==> src/rtl/lc3_mem_arbiter.sv <==
// Shares the single LC-3 memory port between the CPU datapath and the program loader.
// Each access takes MEM_LAT enable cycles and is followed by a one-cycle completion pulse.
module lc3_mem_arbiter #(
    parameter int ADDR_W  = 16,
    parameter int DATA_W  = 16,
    parameter int MEM_LAT = 3
) (
    input  logic              clk,
    input  logic              reset,

    input  logic              cpu_req,
    input  logic              cpu_we,
    input  logic [ADDR_W-1:0] cpu_addr,
    input  logic [DATA_W-1:0] cpu_wdata,
    output logic [DATA_W-1:0] cpu_rdata,
    output logic              r_bit,

    input  logic              ldr_req,
    input  logic              ldr_we,
    input  logic [ADDR_W-1:0] ldr_addr,
    input  logic [DATA_W-1:0] ldr_wdata,
    output logic [DATA_W-1:0] ldr_rdata,
    output logic              ldr_ack,

    output logic              mem_en,
    output logic              mem_we,
    output logic [ADDR_W-1:0] mem_addr,
    output logic [DATA_W-1:0] mem_wdata,
    input  logic [DATA_W-1:0] mem_rdata,

    output logic              busy,
    output logic              owner
);

    localparam int          CNT_W  = 4;
    localparam logic [CNT_W-1:0] LAT_M1 = CNT_W'(MEM_LAT - 1);

    typedef enum logic [1:0] {
        ST_IDLE   = 2'd0,
        ST_ACCESS = 2'd1,
        ST_DONE   = 2'd2
    } state_t;

    state_t              state_q,     state_d;
    logic [CNT_W-1:0]    cnt_q,       cnt_d;
    logic                last_q,      last_d;
    logic                owner_q,     owner_d;
    logic                busy_q,      busy_d;
    logic                mem_en_q,    mem_en_d;
    logic                mem_we_q,    mem_we_d;
    logic [ADDR_W-1:0]   mem_addr_q,  mem_addr_d;
    logic [DATA_W-1:0]   mem_wdata_q, mem_wdata_d;
    logic [DATA_W-1:0]   cpu_rdata_q, cpu_rdata_d;
    logic [DATA_W-1:0]   ldr_rdata_q, ldr_rdata_d;
    logic                r_bit_q,     r_bit_d;
    logic                ldr_ack_q,   ldr_ack_d;

    // Loader wins when it is the only requester, or on a tie when the CPU was served last.
    logic grant_ldr;
    assign grant_ldr = ldr_req & (~cpu_req | ~last_q);

    always_comb begin
        state_d     = state_q;
        cnt_d       = cnt_q;
        last_d      = last_q;
        owner_d     = owner_q;
        busy_d      = busy_q;
        mem_en_d    = mem_en_q;
        mem_we_d    = mem_we_q;
        mem_addr_d  = mem_addr_q;
        mem_wdata_d = mem_wdata_q;
        cpu_rdata_d = cpu_rdata_q;
        ldr_rdata_d = ldr_rdata_q;
        r_bit_d     = 1'b0;
        ldr_ack_d   = 1'b0;

        case (state_q)
            ST_IDLE: begin
                if (cpu_req | ldr_req) begin
                    state_d     = ST_ACCESS;
                    cnt_d       = LAT_M1;
                    last_d      = grant_ldr;
                    owner_d     = grant_ldr;
                    busy_d      = 1'b1;
                    mem_en_d    = 1'b1;
                    mem_we_d    = grant_ldr ? ldr_we    : cpu_we;
                    mem_addr_d  = grant_ldr ? ldr_addr  : cpu_addr;
                    mem_wdata_d = grant_ldr ? ldr_wdata : cpu_wdata;
                end
            end

            ST_ACCESS: begin
                if (cnt_q == '0) begin
                    state_d  = ST_DONE;
                    mem_en_d = 1'b0;
                    mem_we_d = 1'b0;
                    if (!mem_we_q) begin
                        if (owner_q) begin
                            ldr_rdata_d = mem_rdata;
                        end else begin
                            cpu_rdata_d = mem_rdata;
                        end
                    end
                    r_bit_d   = ~owner_q;
                    ldr_ack_d = owner_q;
                end else begin
                    cnt_d = cnt_q - 4'd1;
                end
            end

            // Requests are deliberately not sampled here so a held MIO_EN is not re-granted.
            ST_DONE: begin
                state_d = ST_IDLE;
                busy_d  = 1'b0;
            end

            default: begin
                state_d  = ST_IDLE;
                busy_d   = 1'b0;
                mem_en_d = 1'b0;
                mem_we_d = 1'b0;
            end
        endcase
    end

    always_ff @(posedge clk or negedge reset) begin
        if (!reset) begin
            state_q     <= ST_IDLE;
            cnt_q       <= '0;
            last_q      <= 1'b1;
            owner_q     <= 1'b0;
            busy_q      <= 1'b0;
            mem_en_q    <= 1'b0;
            mem_we_q    <= 1'b0;
            mem_addr_q  <= '0;
            mem_wdata_q <= '0;
            cpu_rdata_q <= '0;
            ldr_rdata_q <= '0;
            r_bit_q     <= 1'b0;
            ldr_ack_q   <= 1'b0;
        end else begin
            state_q     <= state_d;
            cnt_q       <= cnt_d;
            last_q      <= last_d;
            owner_q     <= owner_d;
            busy_q      <= busy_d;
            mem_en_q    <= mem_en_d;
            mem_we_q    <= mem_we_d;
            mem_addr_q  <= mem_addr_d;
            mem_wdata_q <= mem_wdata_d;
            cpu_rdata_q <= cpu_rdata_d;
            ldr_rdata_q <= ldr_rdata_d;
            r_bit_q     <= r_bit_d;
            ldr_ack_q   <= ldr_ack_d;
        end
    end

    assign cpu_rdata = cpu_rdata_q;
    assign ldr_rdata = ldr_rdata_q;
    assign r_bit     = r_bit_q;
    assign ldr_ack   = ldr_ack_q;
    assign mem_en    = mem_en_q;
    assign mem_we    = mem_we_q;
    assign mem_addr  = mem_addr_q;
    assign mem_wdata = mem_wdata_q;
    assign busy      = busy_q;
    assign owner     = owner_q;

endmodule

==> config.mk <==
export PLATFORM = sky130hd
export DESIGN_NAME = lc3_mem_arbiter
export DESIGN_NICKNAME = d
export VERILOG_FILES = /design/src/rtl/lc3_mem_arbiter.sv
export SDC_FILE = /design/constraint.sdc
export NUM_CORES = 1
export LEC_CHECK = 0
export ABC_CLOCK_PERIOD_IN_PS = 5800
export CAP_MARGIN = 25
export CELL_PAD_IN_SITES_DETAIL_PLACEMENT = 0
export CELL_PAD_IN_SITES_GLOBAL_PLACEMENT = 2
export CORE_MARGIN = 2
export CORE_UTILIZATION = 26
export CTS_BUF_LIST = sky130_fd_sc_hd__clkbuf_8 sky130_fd_sc_hd__clkbuf_16
export CTS_CLUSTER_DIAMETER = 100
export DETAILED_ROUTE_END_ITERATION = 10
export PLACE_DENSITY_LB_ADDON = 0.1
export SETUP_SLACK_MARGIN = 0.1
export SLEW_MARGIN = 20
export SYNTH_ARGS = -nofsm -noshare
export SYNTH_HDL_FRONTEND = slang
export SYNTH_SLANG_ARGS = --single-unit
export TNS_END_PERCENT = 1
==> constraint.sdc <==
create_clock -name clk -period 5.8 [get_ports clk]
set_input_delay 0.58 -clock clk [delete_from_list [all_inputs] [get_ports clk]]
set_output_delay 0.58 -clock clk [all_outputs]
set_load 0.01 [all_outputs]
==> impl_metrics.tcl <==
set metrics [dict create \
    slew_violations 0 \
    avgRoutedWirePerCell_um 13.9 \
    dieArea_mm2 0.0134 \
    synth_common_cells "dfrtp_1, nand2_1, nor2_1, a31oi_1, mux2_2" \
    synth_ff_type "dfrtp_1" \
    core.rowCount 40 \
    critical_path_arrival_ns 2.51 \
    buffer_ports.inserted 155 \
    holdWs_ns 0.276 \
    clock_latency_ns 0.33 \
    cts_buffers 9 \
    p_per_area_mw_per_mm2 532 \
    drc 0 \
    critical_path_class "flip-flop to flip-flop" \
    fillCellCount 1233 \
    hold_buffers 0 \
    ant_nets 0 \
    skew_ns 0.00570 \
    synth_nets 390 \
    fmax_ghz 0.436 \
    htreeDepth 3 \
    postCtsSetupBuffers 0 \
    finalSetupTns_ns 0 \
    grt_pass1_wl_um 13500 \
    dp_cells 610 \
    fp.dieH_um 116 \
    yosys_warnings 0 \
    synth_edf_count 0 \
    hold_viol_final 0 \
    start_util_pct 26.9 \
    async_flop_share_pct 100 \
    ys_ff_latch 77 \
    slew_headroom_pct 36.4 \
    dp_hpwl_um 5990 \
    cp-end-kind "flip-flop" \
    grt_pass1_vias 2643 \
    period_share_pct 39.6 \
    post_cts_resized 0 \
    grt_antenna_before_repair 0 \
    path_max_fanout 16 \
    ys_seq_area_share_pct 59.2 \
    setup_viol 0 \
    fin_ws_ns 3.50 \
    totalPowerFinal_uw 2810 \
    core-area_mm2 0.0121 \
    cts_tree "yes" \
    grt_usage_pct 13.2 \
    clock_path_buffers 2 \
    cp-start-kind "flip-flop" \
    fp.dieW_um 116 \
    finalNonFillerCells 625 \
    synth_top_area_cell "dfrtp_1" \
    critPathRequiredTime_ns 6.02 \
    status "complete, no violations" \
    drv_cap 0 \
    synth_most_common_cell "dfrtp_1" \
    num_antenna_cells 0 \
    ios 156 \
    path_clk_slew_ns 0.06 \
    dp_slack_ns 3.09 \
    drt-total-wl_um 8720 \
    post_drt_via_cell_ratio 4.36 \
    synth.area.top_cells "dfrtp_1, nand2_1, mux2_2, a31oi_1, mux2_4" \
    layout.nets 540 \
    period_needed_ns 2.30 \
    hold_path.class "input pin to async pin" \
    vias 2726 \
    synth_top_cell_area_share_pct 58.3 \
    cts_root_buf "clkbuf_16" \
    leakage_uw 0.00225 \
    tightestPinTransition_ns 0.955 \
    drive_gt1_share_pct 12.5 \
    rsz0062_at_grt "false" \
    gp_congestion 0.704 \
    postSynthCellCount 303 \
    dr.pass1.iters 4 \
    ys_types 32 \
    overflow 0 \
    grt_start_max_net_pins 78 \
    area_growth_pct 62.1 \
    cts_sinks 77 \
    syn_area_mm2 0.00326 \
    drt_iter0_markers 117 \
    max-vdd-ir-drop_v 0.000186 \
    synth.avg_cell_area_um2 10.8 \
]
-- cells in the final DEF, fill, tap and decap left out --
master | Yosys | routed
clkdlybuf4s50_1 | 0 | 154
dfrtp_1 | 76 | 76
nand2_1 | 75 | 75
nor2_1 | 38 | 38
a31oi_1 | 32 | 32
mux2_2 | 22 | 22
mux2_4 | 10 | 10
clkbuf_16 | 0 | 9
inv_1 | 5 | 6
o21ai_0 | 3 | 3
bufinv_16 | 0 | 3
or3_1 | 2 | 2
nand2b_1 | 2 | 2
mux2i_1 | 2 | 2
a21oi_1 | 2 | 2
clkinv_2 | 0 | 2
buf_4 | 0 | 2
and2b_1 | 1 | 1
nor3b_2 | 1 | 1
and3_2 | 1 | 1
or3b_2 | 1 | 1
o211ai_1 | 1 | 1
nand3b_2 | 1 | 1
nor3_2 | 0 | 1
a21boi_2 | 0 | 1
a21bo_2 | 1 | 1
nor4_1 | 1 | 1
a21o_1 | 1 | 1
nor2b_1 | 1 | 1
o32ai_1 | 1 | 1
a211o_1 | 1 | 1
ha_1 | 1 | 1
buf_6 | 1 | 1
dfstp_2 | 1 | 1
-- power by group --
part | switching (uW) | internal, uW | leakage [uW]
Sequential | 155 | 808 | 0.000888
Combinational | 508 | 714 | 0.00120
Clock | 209 | 415 | 0.000166
-- final timing paths --
kind / from / to / slack, ns / cells after the start
max: cnt_q[0] / cpu_rdata[11] / 3.50 / 6
min: reset / ldr_ack / 0.28 / 1
max reg2reg: cnt_q[0] / cpu_rdata[11] / 3.50 / 6
min reg2reg: busy / busy / 0.49 / 1
max in group asynchronous: reset / mem_wdata[15] / 5.03 / 1
min in group clk: busy / busy / 0.49 / 1
-- per-layer routing --
metal	wire [um]	vias up	track usage [%]
met3	1020	9	6.49
li1	-	1325	-
met1	3780	1278	16.1
met5	0	-	0
met2	3770	114	19.8
met4	141	0	5.95
-- layout make-up --
class | count | area, um2 | share of cell area, %
clock buffers | 9 | 225 | 4.26
well taps | 168 | 210 | 3.98
repair buffers | 157 | 1570 | 29.7
flip-flops and latches | 77 | 1930 | 36.5
multi-input cells | 203 | 1230 | 23.3
clock inverters | 6 | 104 | 1.97
inverters | 5 | 18.8 | 0.355
-- cell families after synthesis --
family / count (synthesis) / share of synthesized area (%)
compound gates: 43 / 8.45
fa+ha+maj: 1 / 0.384
buf+inv: 23 / 3.42
flops: 77 / 59.2
mux: 34 / 12.8
simple gates: 125 / 15.8
-- state kept, by name (all words and copies together) (netlist names) --
name,cells
mem_wdata,16
cnt_q,4
mem_we,1
last_q,1
ldr_ack,1
mem_addr,16
owner,1
state_q,2
mem_en,1
busy,1
ldr_rdata,16
r_bit,1
cpu_rdata,16
-- critical path, cell delays in order, from the launching register on --
cell and delay (ns):
dfrtp_1 0.38, inv_1 0.09, ha_1 0.19, nor3b_2 0.24, nand2_1 0.12, or3_1 0.71
mux2_4 0.44
-- metrics by stage --
step                      instance area [um2]  util (%)
final                                    5280      43.6
after global routing                     5280      43.6
after CTS                                5280      43.6
after detailed placement                 4950      40.9
after global placement                   4950      40.9
after floorplan                          3260         -
No activity file was read; power rests on OpenSTA's default activity.
